===== src/rtl/mem_port_arbiter.sv =====
// mem_port_arbiter: shares one pipelined single-ported memory between the
// fetch port and the load/store port. One grant per cycle, data has priority
// unless fetch has been denied STARVE_MAX times in a row. A tag pipe aligned
// with the memory latency routes each read response back to its issuer and
// drops fetch responses that were issued before a flush.
module mem_port_arbiter #(
    parameter int MEM_LAT    = 2,
    parameter int STARVE_MAX = 3
) (
    input  logic        clk,
    input  logic        rst_n,
    input  logic        if_req,
    input  logic [14:0] if_addr,
    output logic        if_gnt,
    output logic        if_rvalid,
    output logic [15:0] if_rdata,
    input  logic        d_req,
    input  logic        d_we,
    input  logic [14:0] d_addr,
    input  logic [15:0] d_wdata,
    output logic        d_gnt,
    output logic        d_rvalid,
    output logic [15:0] d_rdata,
    input  logic        flush,
    output logic        mem_ren,
    output logic        mem_wen,
    output logic [14:0] mem_addr,
    output logic [15:0] mem_wdata,
    input  logic [15:0] mem_rdata,
    output logic        starved
);

    localparam int CW = (STARVE_MAX < 1) ? 1 : $clog2(STARVE_MAX + 1);
    localparam logic [CW-1:0] SMAX = CW'(STARVE_MAX);

    typedef enum logic [1:0] {
        GNT_NONE,
        GNT_FETCH,
        GNT_DATA
    } gnt_e;

    gnt_e          gnt_sel;
    logic          force_fetch;
    logic [CW-1:0] starve_cnt;
    logic          epoch;
    logic          next_epoch;

    // One entry per cycle: {valid, is_fetch, epoch}; index MEM_LAT-1 lines up with mem_rdata.
    logic [MEM_LAT-1:0] tag_v;
    logic [MEM_LAT-1:0] tag_f;
    logic [MEM_LAT-1:0] tag_e;

    logic        out_v;
    logic        out_f;
    logic        out_e;
    logic [15:0] if_hold;
    logic [15:0] d_hold;

    // Grant selection: data first, fetch forced once its denial count saturates.
    always_comb begin
        gnt_sel     = GNT_NONE;
        force_fetch = 1'b0;
        if (if_req && d_req) begin
            if (starve_cnt == SMAX) begin
                gnt_sel     = GNT_FETCH;
                force_fetch = 1'b1;
            end else begin
                gnt_sel = GNT_DATA;
            end
        end else if (d_req) begin
            gnt_sel = GNT_DATA;
        end else if (if_req) begin
            gnt_sel = GNT_FETCH;
        end
    end

    assign if_gnt  = (gnt_sel == GNT_FETCH);
    assign d_gnt   = (gnt_sel == GNT_DATA);
    assign starved = force_fetch;

    // Memory strobes, address and write data follow the granted port; idle drives zero.
    always_comb begin
        mem_ren   = 1'b0;
        mem_wen   = 1'b0;
        mem_addr  = '0;
        mem_wdata = '0;
        case (gnt_sel)
            GNT_FETCH: begin
                mem_ren  = 1'b1;
                mem_addr = if_addr;
            end
            GNT_DATA: begin
                mem_ren  = ~d_we;
                mem_wen  = d_we;
                mem_addr = d_addr;
                if (d_we) begin
                    mem_wdata = d_wdata;
                end
            end
            default: begin
            end
        endcase
    end

    // Consecutive fetch-denial counter, saturating at STARVE_MAX.
    always_ff @(posedge clk or negedge rst_n) begin
        if (!rst_n) begin
            starve_cnt <= '0;
        end else if (!if_req || if_gnt) begin
            starve_cnt <= '0;
        end else if (starve_cnt != SMAX) begin
            starve_cnt <= starve_cnt + 1'b1;
        end
    end

    // A fetch granted alongside a flush belongs to the post-flush epoch.
    assign next_epoch = epoch ^ flush;

    // Epoch register and tag shift pipe, one push per cycle.
    always_ff @(posedge clk or negedge rst_n) begin
        if (!rst_n) begin
            epoch <= 1'b0;
            tag_v <= '0;
            tag_f <= '0;
            tag_e <= '0;
        end else begin
            epoch    <= next_epoch;
            tag_v[0] <= mem_ren;
            tag_f[0] <= if_gnt;
            tag_e[0] <= next_epoch;
            for (int unsigned i = 1; i < MEM_LAT; i++) begin
                tag_v[i] <= tag_v[i-1];
                tag_f[i] <= tag_f[i-1];
                tag_e[i] <= tag_e[i-1];
            end
        end
    end

    assign out_v = tag_v[MEM_LAT-1];
    assign out_f = tag_f[MEM_LAT-1];
    assign out_e = tag_e[MEM_LAT-1];

    assign if_rvalid = out_v & out_f & (out_e == epoch);
    assign d_rvalid  = out_v & ~out_f;

    // Last delivered word per port, so rdata holds steady between responses.
    always_ff @(posedge clk or negedge rst_n) begin
        if (!rst_n) begin
            if_hold <= '0;
            d_hold  <= '0;
        end else begin
            if (if_rvalid) begin
                if_hold <= mem_rdata;
            end
            if (d_rvalid) begin
                d_hold <= mem_rdata;
            end
        end
    end

    assign if_rdata = if_rvalid ? mem_rdata : if_hold;
    assign d_rdata  = d_rvalid  ? mem_rdata : d_hold;

endmodule


===== config.mk =====
export PLATFORM = sky130hd
export DESIGN_NAME = mem_port_arbiter
export DESIGN_NICKNAME = d
export VERILOG_FILES = /design/src/rtl/mem_port_arbiter.sv
export SDC_FILE = /design/constraint.sdc
export NUM_CORES = 1
export LEC_CHECK = 0
export ABC_AREA = 1
export BUFFER_PORTS_ARGS = -buffer_cell sky130_fd_sc_hd__buf_4
export CAP_MARGIN = 20
export CORE_MARGIN = 2
export CORE_UTILIZATION = 41
export DETAILED_ROUTE_END_ITERATION = 16
export GPL_ROUTABILITY_DRIVEN = 0
export GPL_TIMING_DRIVEN = 0
export HOLD_SLACK_MARGIN = 0.08
export MAX_ROUTING_LAYER = met4
export PLACE_DENSITY = 0.9
export SYNTH_ARGS = -nofsm -noshare
export SYNTH_HDL_FRONTEND = slang
export SYNTH_SLANG_ARGS = --single-unit

===== constraint.sdc =====
create_clock -name clk -period 2.2 [get_ports clk]
set_clock_uncertainty 0.1 [all_clocks]
set_input_delay 0.44 -clock clk [delete_from_list [all_inputs] [get_ports clk]]
set_output_delay 0.44 -clock clk [all_outputs]
set_load 0.05 [all_outputs]

# --- Yosys cells after proc, flatten, opt, wreduce, memory -nomap -nowiden ---
# Cells that the tools add are included.
word_totals:
  register_bits: 41
  output_inout_bits: 70
  wordCells: 38
classes:
  addsub: 1
  eq_ne: 5
  muxes: 15
  bitwise_logic: 6
  reduce_logical: 4
ops:
  columns: ["op", "count"]
  rows:
  - ["$mux W16", 4]
  - ["$pmux W15 S2", 1]
  - ["$mux W2", 5]
  - ["$eq A2 B2 Y1 const B", 2]
  - ["$mux W1", 4]
  - ["$and A1 B1 Y1", 3]
  - ["$add A2 B1 Y2 const B", 1]
  - ["$eq A2 B1 Y1 const B", 1]
  - ["$ne A2 B2 Y1 const B", 1]
  - ["$not A1 Y1", 2]
  - ["$pmux W1 S2", 1]
  - ["$reduce_bool A2 Y1", 1]
  - ["$eq A1 B1 Y1", 1]
  - ["$logic_and A1 B1 Y1", 1]
  - ["$logic_not A1 Y1", 1]
  - ["$logic_or A1 B1 Y1", 1]
  - ["$xor A1 B1 Y1", 1]

# --- Depth between registers and ports, before layout ---
logic_depth:
  depth_word: 6
  ltp_mapped: 8
  depth_no_buf: 7

# --- Worst setup path after synthesis ---
# Ideal clock, no wire load.
synth_timing:
  path_type: "reg2out"
  startpoint: "register starve_cnt[0]"
  endpoint: "output port mem_ren"
  arrival_time_ps: 1967
  slack_ps: -307
  path_stages_with_launch: 5
  n_path_buf: 0
  cell_sequence: "dfrtp_1 ha_1 nand3_1 nand2_1 o21ai_0"
synth_via:
  elab_chain_len: 5
  elab_cells_between_ends: 6
synth_rtl:
  columns: ["element", "line", "rtl"]
  rows:
  - ["start, declared", "44", "logic [CW-1:0] starve_cnt;"]
  - ["start signal, assigned", "112", "starve_cnt <= starve_cnt + 1'b1;"]
  - ["$eq A2 B2 Y1 *", "64", "if (starve_cnt == SMAX) begin"]
  - ["$mux W2 *", "64", null]
  - ["$mux W2 *", "63", "if (if_req && d_req) begin"]
  - ["$eq A2 B2 Y1 / $eq A2 B1 Y1 (equally long branches)", "87", "case (gnt_sel)"]
  - ["$pmux W1 S2 *", "87", null]
  - ["end, declared", "25", "output logic mem_ren,"]
# Mark *: on every way between the ends. The rest lies on a longest branch, timed or not.

# --- Worst setup path after layout ---
layout_timing:
  startpoint: "register starve_cnt[0]"
  endpoint: "output port mem_wdata[13]"
layout_via:
  elab_chain_len: 5
layout_rtl:
  columns: ["element", "line", "rtl"]
  rows:
  - ["$eq A2 B2 Y1", "64", null]
  - ["$mux W2", "64", null]
  - ["$mux W2", "63", null]
  - ["$eq A2 B2 Y1", "87", null]
  - ["$mux W16", "87", null]
  - ["end, declared", "28", "output logic [15:0] mem_wdata,"]
# Every way passes these cells.

==> flow_metrics.py <==
metrics = {
    "synthesis": {
        "syn_avg_cell_area_sq_um": 7.69,
        "netlist_instances": 264,
        "synth-seq-area-share": 0.493,
        "synth_enable_flop_cells": 0,
        "async_flop_share": 1.00,
        "yosysWarnings": 0,
        "synth_ff_type": "dfrtp_1",
        "ys_ff_latch": 40,
        "syn_area_sq_mm": 0.00203,
        "synth_cell_types": 23,
        "synth.net_count": 334,
    },
    "timing": {
        "worst_slack_ns": -0.0795,
        "rsz0062_at_grt": "yes",
        "fin_crit_sh": 1.04,
        "relSlewSlack": 0.671,
        "setup_violations": 31,
        "hold_viol": 0,
        "slew_viol_final": 0,
        "worst_slew_pin_slew_ns": 0.493,
        "fmax_mhz": 439,
        "final.min_clock_period_ns": 2.28,
    },
    "die": {
        "rows": 25,
        "die_area_sq_mm": 0.00553,
        "io_pins": 138,
        "fp.dieH_um": 74.4,
        "initial_core_util": 0.427,
        "dieWidth_um": 74.4,
        "fp.coreArea_sq_mm": 0.00475,
    },
    "final_layout": {
        "fillCellCount": 297,
        "fin_nets": 497,
        "layout_commonest_cell": "nand2_1",
        "diodes": 0,
        "postLayoutCellArea_sq_mm": 0.00381,
        "syn2layout_area_growth_pct": 87.7,
        "layout_common_cells": "nand2_1, buf_4, dfrtp_1",
        "drive_above_1_share": 0.506,
        "finalNonFillerCells": 494,
    },
    "grt": {
        "first_global_vias": 2135,
        "grt_usage": 0.220,
        "antenna_found_initial": 0,
        "overflow": 0,
        "grt_max_degree": 41,
        "grt_pass1_wl_um": 9160,
    },
    "outcome": {
        "run_status": "complete, but fails checks",
        "violations": "negative setup slack",
    },
    "placement": {
        "port_buffers": 136,
        "dp_cells": 467,
        "dp_hpwl_um": 4660,
        "placed_cell_area_sq_mm": 0.00314,
    },
    "cts": {
        "numCtsBuffers": 5,
        "cts_max_level": 2,
        "cts_tree": "yes",
        "clockBufferDepth": 2,
        "clk_pin_slew_ns": 0.07,
        "clock_sinks": 40,
        "clockRootBuffer": "clkbuf_8",
        "worst_skew_pair.late_latency_ns": 0.28,
    },
    "detailed_routing": {
        "via_per_inst": 4.99,
        "totalWireLength_um": 7290,
        "drc": 0,
        "num_vias": 2467,
        "wl_per_cell_um": 14.8,
        "drtIter0Drc": 102,
        "firstDrtPassIters": 4,
        "ant_nets": 0,
    },
    "critical_path": {
        "cp-start-kind": "register",
        "worstSetupEndpointType": "primary output",
        "critPathArrivalTime_ns": 1.74,
        "crit_type": "register to primary output",
        "crit_fanout": 6,
        "worstPathRequired_ns": 1.66,
    },
    "pwr": {
        "p_per_area_mw_per_mm2": 941,
        "irDropWorstVdd_mv": 0.509,
        "leakage_nw": 2.06,
    },
    "hold_path": {
        "hold_class": "primary input to register",
    },
    "flow_run": {
        "max_cap_violations": 0,
    },
}
-- metrics by stage --
stage | hold WS, ns | utilization | worst slack [ns] | total power (W) | setup TNS (ns)
4_1_cts | 0.225 | 0.708 | -0.0263 | 0.00340 | -0.214
2_1_floorplan | 0.0444 | - | 0.0163 | 0.00230 | 0
3_5_place_dp | 0.237 | 0.660 | 0.0986 | 0.00292 | 0
6_report | 0.235 | 0.801 | -0.0795 | 0.00358 | -1.34
5_1_grt | 0.222 | 0.801 | -0.139 | 0.00375 | -3.69
3_3_place_gp | 0.232 | 0.660 | 0.142 | 0.00288 | 0
-- report_power, final --
part	switching (W)	internal (W)	leakage, nW
combinational	0.00145	0.000670	1.53
sequential	0.0000771	0.000951	0.487
clock	0.000223	0.000215	0.0410
-- cell usage after synthesis, types with 2 or more instances --
master | n | area (sq um)
inv_1 | 10 | 37.5
inv_2 | 2 | 7.51
buf_6 | 4 | 45.0
nor2_2 | 9 | 56.3
nor2_1 | 9 | 33.8
ha_1 | 2 | 25.0
nand3_1 | 15 | 75.1
buf_2 | 7 | 35.0
nand2_2 | 2 | 12.5
nand2_1 | 137 | 514
dfrtp_1 | 40 | 1000
nand4_1 | 16 | 100
-- final cells by class --
class | count | area [sq um] | share of cell area
plain buffers | 12 | 109 | 0.0286
clock buffers | 6 | 72.6 | 0.0190
clock inverters | 1 | 5.00 | 0.00131
inverters | 13 | 62.6 | 0.0164
multi-input cells | 199 | 1070 | 0.280
flip-flops and latches | 40 | 1000 | 0.263
well taps | 67 | 83.8 | 0.0220
repair buffers | 156 | 1410 | 0.370
-- critical path, stage by stage, from the launching register on --
cell	delay, ns
dfrtp_1	0.46
ha_4	0.21
a21boi_4	0.17
buf_12	0.14
nand2_8	0.06
clkbuf_16	0.17
nor2_4	0.09
buf_6	0.16
-- layer usage --
| layer | vias up | track usage | wire length [um] | share of wire |
|---|---|---|---|---|
| met5 | - | - | 0 | 0 |
| met4 | 0 | 0.101 | 247 | 0.034 |
| met3 | 24 | 0.0366 | 487 | 0.067 |
| met2 | 137 | 0.389 | 3890 | 0.53 |
| met1 | 1147 | 0.241 | 2670 | 0.37 |
| li1 | 1159 | - | - | - |
-- logic make-up after synthesis --
logic type / count (synthesis) / synth area share
and+or+nand+nor: 192 / 0.407
adders and majority gates: 2 / 0.0123
buffers and inverters: 26 / 0.0690
AOI/OAI and AO/OA: 3 / 0.0142
DFF: 40 / 0.493
xor gates and xnor gates: 1 / 0.00432
-- flip-flops by register name, indices dropped and copies added, names as in the netlist --
register	cells
d_hold	16
if_hold	16
starve_cnt	2
tag_e	2
tag_f	2
tag_v	2
-- final timing paths --
| kind | start | endpoint | slack (ns) | cells after the start |
|---|---|---|---|---|
| worst max-delay path | starve_cnt[0] | mem_wdata[13] | -0.08 | 7 |
| worst min-delay path | flush | tag_e[0] | 0.23 | 2 |
| worst max register to register | starve_cnt[0] | tag_f[0] | 0.69 | 7 |
| worst min register to register | tag_v[0] | tag_v[1] | 0.25 | 0 |
| max in group asynchronous | rst_n | d_hold[7] | 1.07 | 2 |
| min in group asynchronous | rst_n | if_hold[2] | 0.58 | 2 |
-- timing repair --
action,in CTS,in global routing
endpoints found under the hold margin,40,0
pin swaps,5,21
setup endpoints to repair,47,47
setup buffers,3,12
gates cloned,0,5
hold buffers,1,0
resized for setup,31,74
Power figures use the tool's default switching activity.
